<file path="config.mk">
export PLATFORM = sky130hd
export DESIGN_NAME = div_share_sched
export DESIGN_NICKNAME = d
export VERILOG_FILES = /design/src/rtl/div_pkg.sv /design/src/rtl/rr_arb2.sv /design/src/rtl/div_share_sched.sv
export SDC_FILE = /design/constraint.sdc
export NUM_CORES = 1
export LEC_CHECK = 0
export ABC_AREA = 1
export CORE_UTILIZATION = 53
export CTS_BUF_LIST = sky130_fd_sc_hd__clkbuf_8
export DETAILED_ROUTE_END_ITERATION = 16
export PLACE_DENSITY_LB_ADDON = 0.12
export SLEW_MARGIN = 20
export SYNTH_ARGS = -nofsm -noshare
export SYNTH_HDL_FRONTEND = slang
export SYNTH_HIERARCHICAL = 1
export SYNTH_SLANG_ARGS = --single-unit
</file>
<file path="constraint.sdc">
create_clock -name clk -period 7.2 [get_ports clk]
set_clock_uncertainty 0.15 [all_clocks]
set_input_delay 1.44 -clock clk [delete_from_list [all_inputs] [get_ports clk]]
set_output_delay 1.44 -clock clk [all_outputs]
set_load 0.01 [all_outputs]
</file>
<file path="src/rtl/div_pkg.sv">
// Shared definitions for the divider-sharing scheduler: FSM encoding,
// serial load word order and watchdog default.
package div_pkg;

    localparam logic [3:0] ST_IDLE   = 4'd0;
    localparam logic [3:0] ST_CLR    = 4'd1;
    localparam logic [3:0] ST_START  = 4'd2;
    localparam logic [3:0] ST_GAP    = 4'd3;
    localparam logic [3:0] ST_LD_HI  = 4'd4;
    localparam logic [3:0] ST_LD_LO  = 4'd5;
    localparam logic [3:0] ST_LD_DVS = 4'd6;
    localparam logic [3:0] ST_WAIT   = 4'd7;
    localparam logic [3:0] ST_CAP_R  = 4'd8;
    localparam logic [3:0] ST_RESP   = 4'd9;

    typedef enum logic [3:0] {
        S_IDLE   = ST_IDLE,
        S_CLR    = ST_CLR,
        S_START  = ST_START,
        S_GAP    = ST_GAP,
        S_LD_HI  = ST_LD_HI,
        S_LD_LO  = ST_LD_LO,
        S_LD_DVS = ST_LD_DVS,
        S_WAIT   = ST_WAIT,
        S_CAP_R  = ST_CAP_R,
        S_RESP   = ST_RESP
    } state_t;

    // Order in which the divider expects its three serial words.
    localparam logic [1:0] W_HI  = 2'd0;
    localparam logic [1:0] W_LO  = 2'd1;
    localparam logic [1:0] W_DVS = 2'd2;

    localparam int TIMEOUT_DEF = 127;

    function automatic logic [4:0] load_word(input logic [1:0] sel,
                                             input logic [9:0] dvd,
                                             input logic [4:0] dvs);
        case (sel)
            W_HI:    return dvd[9:5];
            W_LO:    return dvd[4:0];
            W_DVS:   return dvs;
            default: return 5'd0;
        endcase
    endfunction

endpackage

</file>
<file path="src/rtl/rr_arb2.sv">
// Two-way round-robin arbiter: combinational grant, registered last-grant
// pointer. The requester not served last wins a tie.
module rr_arb2 (
    input  logic       clk,
    input  logic       rst,
    input  logic       en,
    input  logic [1:0] req,
    output logic [1:0] gnt,
    output logic       gnt_id
);

    logic last;

    always_comb begin
        gnt = 2'b00;
        if (en) begin
            gnt[0] = req[0] && (last || !req[1]);
            gnt[1] = req[1] && (!last || !req[0]);
        end
    end

    assign gnt_id = gnt[1];

    always_ff @(posedge clk) begin
        if (!rst) begin
            last <= 1'b0;
        end else if (|gnt) begin
            last <= gnt_id;
        end
    end

endmodule

</file>
<file path="src/rtl/div_share_sched.sv">
// Shares one serial-load divider between two requesters: arbitrate, reset and
// load the divider, wait for done under a watchdog, return a tagged response.
module div_share_sched
    import div_pkg::*;
#(
    parameter int LOAD_GAP = 1,
    parameter int TIMEOUT  = TIMEOUT_DEF
) (
    input  logic       clk,
    input  logic       rst,
    input  logic       req0,
    input  logic       req1,
    input  logic [9:0] dividend0,
    input  logic [9:0] dividend1,
    input  logic [4:0] divisor0,
    input  logic [4:0] divisor1,
    output logic       ack0,
    output logic       ack1,
    output logic       resp_valid,
    output logic       resp_id,
    output logic [4:0] quotient,
    output logic [4:0] remainder,
    output logic       ov,
    output logic       dbz,
    output logic       tmo,
    output logic       busy,
    output logic       div_rst,
    output logic       div_start,
    output logic [4:0] div_data,
    input  logic       div_ov,
    input  logic       div_dbz,
    input  logic       div_done,
    input  logic [4:0] div_out
);

    localparam logic [1:0] GAP_LAST = 2'(LOAD_GAP > 0 ? LOAD_GAP - 1 : 0);
    localparam logic [6:0] WD_LAST  = 7'(TIMEOUT - 1);

    state_t     state, state_nxt;
    logic [1:0] gnt;
    logic       gnt_id;
    logic       arb_en;
    logic [1:0] gap_cnt;
    logic [6:0] wd;
    logic [9:0] dvd_r;
    logic [4:0] dvs_r;
    logic       id_r;
    logic [4:0] q_c;
    logic       ov_c;
    logic       dbz_c;
    logic       expire;

    // Grants are suppressed while reset is asserted so no ack escapes.
    assign arb_en = (state == S_IDLE) && rst;
    assign expire = (state == S_WAIT) && !div_done && (wd == WD_LAST);

    rr_arb2 u_arb (
        .clk    (clk),
        .rst    (rst),
        .en     (arb_en),
        .req    ({req1, req0}),
        .gnt    (gnt),
        .gnt_id (gnt_id)
    );

    always_comb begin
        state_nxt  = state;
        ack0       = 1'b0;
        ack1       = 1'b0;
        resp_valid = 1'b0;
        div_rst    = 1'b0;
        div_start  = 1'b0;
        div_data   = 5'd0;
        busy       = (state != S_IDLE);
        case (state)
            S_IDLE: begin
                ack0 = gnt[0];
                ack1 = gnt[1];
                if (|gnt) state_nxt = S_CLR;
            end
            S_CLR: begin
                div_rst   = 1'b1;
                state_nxt = S_START;
            end
            S_START: begin
                div_start = 1'b1;
                state_nxt = (LOAD_GAP > 0) ? S_GAP : S_LD_HI;
            end
            S_GAP: begin
                if (gap_cnt == GAP_LAST) state_nxt = S_LD_HI;
            end
            S_LD_HI: begin
                div_data  = load_word(W_HI, dvd_r, dvs_r);
                state_nxt = S_LD_LO;
            end
            S_LD_LO: begin
                div_data  = load_word(W_LO, dvd_r, dvs_r);
                state_nxt = S_LD_DVS;
            end
            S_LD_DVS: begin
                div_data  = load_word(W_DVS, dvd_r, dvs_r);
                state_nxt = S_WAIT;
            end
            S_WAIT: begin
                if (div_done)    state_nxt = S_CAP_R;
                else if (expire) state_nxt = S_RESP;
            end
            S_CAP_R: state_nxt = S_RESP;
            S_RESP: begin
                resp_valid = 1'b1;
                state_nxt  = S_IDLE;
            end
            default: state_nxt = S_IDLE;
        endcase
    end

    always_ff @(posedge clk) begin
        if (!rst) begin
            state     <= S_IDLE;
            gap_cnt   <= 2'd0;
            wd        <= 7'd0;
            resp_id   <= 1'b0;
            quotient  <= 5'd0;
            remainder <= 5'd0;
            ov        <= 1'b0;
            dbz       <= 1'b0;
            tmo       <= 1'b0;
        end else begin
            state <= state_nxt;
            if (state == S_START)     gap_cnt <= 2'd0;
            else if (state == S_GAP)  gap_cnt <= gap_cnt + 2'd1;
            if (state == S_LD_DVS)    wd <= 7'd0;
            else if (state == S_WAIT) wd <= wd + 7'd1;
            // Response fields change only on the edge into RESP.
            if (expire) begin
                resp_id   <= id_r;
                quotient  <= 5'd0;
                remainder <= 5'd0;
                ov        <= 1'b0;
                dbz       <= 1'b0;
                tmo       <= 1'b1;
            end else if (state == S_CAP_R) begin
                resp_id   <= id_r;
                quotient  <= q_c;
                remainder <= div_out;
                ov        <= ov_c;
                dbz       <= dbz_c;
                tmo       <= 1'b0;
            end
        end
    end

    always_ff @(posedge clk) begin
        if (|gnt) begin
            dvd_r <= gnt[1] ? dividend1 : dividend0;
            dvs_r <= gnt[1] ? divisor1 : divisor0;
            id_r  <= gnt_id;
        end
        if (state == S_WAIT && div_done) begin
            q_c   <= div_out;
            ov_c  <= div_ov;
            dbz_c <= div_dbz;
        end
    end

endmodule

</file>
==> key figures <==
Yosys
  • List of most frequent post-synthesis cells: nand2_1, dfxtp_1, inv_1
  • Syn_area_per_cell: 8.11 sq um
  • Ys Warns: 6
  • Count leader, synth: nand2_1
  • Synthesized net count: around 340
  • Register bit total from synthesis: 51
  • Distinct cells, synth: 31
  • Sequential area share after synthesis: 53.2%
  • Top-area cell type share of the netlist area: between 20% and 30%
  • Cell type with the largest total area after synthesis: edfxtp_1
  • Synthesized instance count: just under 300
  • Post-Syn Area: approximately 0.0024 sq mm
  • Post-synth EDFFs: 23
  • Asr flop ratio synth: 0%
  • Synth area leaders: edfxtp_1, dfxtp_1, nand2_1
  • Ys flop type: dfxtp_1

Clocking
  • CTS max path bufs: 2
  • Worst-Skew Late Latency: just under 0.3 ns
  • Worst-path clk slew: 0.10 ns
  • Number of CTS-inserted buffers: 5
  • Setup bufs post-CTS: 0
  • # H-tree levels: 2
  • Hold_buf cts: 0
  • CTS-repair resized insts: 0
  • CTS tree: yes
  • CTS Sinks: around 50
  • Clock root buffer master: clkbuf_8

Setup path
  • Worst Setup Path Type: in -> out
  • Critical Path Sink Type: output pin
  • Arrival time of the worst setup path: 3.95 ns
  • Worst Path Required: ~5.6 ns
  • CP startpoint kind: input port
  • Worst-path maximum fanout: 18

Die
  • Die area: 0.00471 sq mm
  • Die X: approximately 69 um
  • Initial Util: between 50 and 60%
  • I/O Pins: 67
  • Die height: between 60 and 70 um
  • Core Box Area: around 0.004 sq mm
  • Std cell rows: 23

Route
  • Drt wl/cell: between 10 and 15 um
  • Initial DRT Pass Iterations: 6
  • Total Wirelength: between 4000 and 5000 um
  • Drt first-iter violations: 98
  • Vias per inst: between 4 and 5
  • Routed Antenna Nets: 0
  • Via count: ~2000
  • DRC Markers: 0

Pwr
  • Sw frac: between 20% and 30%
  • Pwr dens: between 200 and 250 mW/mm^2
  • Max VDD drop: approximately 0.15 mV
  • Pint: between 0.0004 and 0.0005 W
  • P_leak: between 1 and 1.5 nW
  • Register share of total power: 52.3%
  • Combinational power share: 22.6%
  • Clock power frac: roughly 25%
  • Switching Power: around 0.00020 W

STA
  • Clock period minus worst slack: roughly 5.5 ns
  • Final setup fails: 0
  • Max Slew Vio Count: 0
  • Worst-Margin Slew: between 0.5 and 0.6 ns
  • Final Hold Viols: 0
  • Tcrit/Tclk final: around three quarters
  • Final TNS setup: 0 ns
  • Rel. slew slack: about three fifths
  • RSZ-0062 raised after global routing: no
  • FMAX: roughly 180 MHz

Placed design
  • I/O Buffers: 66
  • Gpl congestion: 0.864
  • Hpwl dp: ~3600 um

GRT
  • Number of global-route vias before repair: 1671
  • Antenna violations before repair: 0
  • Tot GR Track Use: between 20 and 25%
  • Largest net degree at the start of global routing: 19
  • Global-route wire length before repair: roughly 7000 um
  • Grt ovf: 0

Layout
  • Fin util: roughly three quarters
  • Layout cells sized above 1: 7.87%
  • Nets: 400
  • Antenna cells: 0
  • Area grow syn2layout: 32.7%

Job
  • Max_cap viols: 0

Min path
  • Worst hold path type: reg -> reg

Outcome
  • Status: finished clean
==> final timing paths <==
check	start	slack [ns]	end	cells past startpoint
setup / recovery	rst	1.66	ack1	10
hold reg to reg	quotient[3]	0.31	quotient[3]	2
setup reg to reg	state[3]	4.58	dvs_r[3]	9
hold / removal	quotient[3]	0.31	quotient[3]	2
==> registers in the layout, summed over array words and instances (netlist names) <==
name,count
dvs_r,5
tmo,1
remainder,5
dbz,1
id_r,1
quotient,5
ov_c,1
gap_cnt,2
dvd_r,10
ov,1
dbz_c,1
state,4
resp_id,1
q_c,5
u_arb/last,1
wd,7
==> per-stage QoR <==
stage,instances,power [W],cell area [sq um],hold WS (ns),setup WS [ns]
after floorplan,290,0.000450,2350,0.288,2.95
after global placement,398,0.000510,3020,0.298,1.75
after detailed placement,398,0.000512,3020,0.303,1.64
after CTS,406,0.000680,3120,0.317,1.62
after global routing,406,0.000708,3120,0.329,1.38
final,406,0.000674,3120,0.314,1.66
==> worst max-delay path, cell delays in order <==
cell and delay (ns):
clkdlybuf4s50_1 0.64, inv_1 0.14, nor2_1 0.16, nand2_1 0.08, clkinv_1 0.05, nand2_2 0.05, inv_1 0.35, inv_1 0.33
nor2_1 0.17, clkdlybuf4s50_1 0.54
==> routing by layer <==
metal / GRT usage, % / vias to the layer above / share of wire, %
li1: - / 1049 / -
met1: 26.1 / 847 / 46
met2: 34.7 / 52 / 48
met3: 5.43 / 4 / 5.2
met4: 6.25 / 0 / 0.91
met5: 0 / - / 0
==> kinds of logic after synthesis <==
kind of cell	Yosys count	synth area share, %
AO/OA/AOI/OAI	29	6.76
XOR/XNOR	1	0.373
adder cells (fa/ha/maj)	3	1.60
buffers and inverters	41	7.56
flip-flops	51	53.2
AND/OR/NAND/NOR	165	30.5
==> cell type report <==
class	count	area, sq um
Clock inverter	3	28.8
Tap cell	50	62.6
Inverter	33	125
Fill cell	334	996
Timing Repair Buffer	66	661
Clock buffer	5	68.8
Sequential cell	51	1250
Multi-Input combinational cell	198	922
==> power by group through the flow <==
stage	sequential, W	clock [W]	combinational, W
6_report	0.000353	0.000169	0.000152
5_1_grt	0.000356	0.000181	0.000171
4_1_cts	0.000353	0.000173	0.000154
3_5_place_dp	0.000360	0	0.000153
3_3_place_gp	0.000359	0	0.000151
2_1_floorplan	0.000356	0	0.0000942
==> cells in the final DEF (no fill, tap or decap), drive strengths merged <==
master | netlist | final
nand2 | 117 | 117
clkdlybuf4s50 | 0 | 66
inv | 31 | 32
dfxtp | 28 | 28
edfxtp | 23 | 23
a21oi | 22 | 22
nor2 | 21 | 21
nand3 | 17 | 17
nor3 | 6 | 6
clkbuf | 4 | 5
clkinv | 2 | 4
ha | 3 | 3
o21ai | 3 | 3
a211oi | 2 | 2
o21bai | 2 | 2
or2 | 2 | 2
xor2 | 1 | 1
nor3b | 1 | 1
nand4 | 1 | 1
No activity file was read; power rests on OpenSTA's default activity.
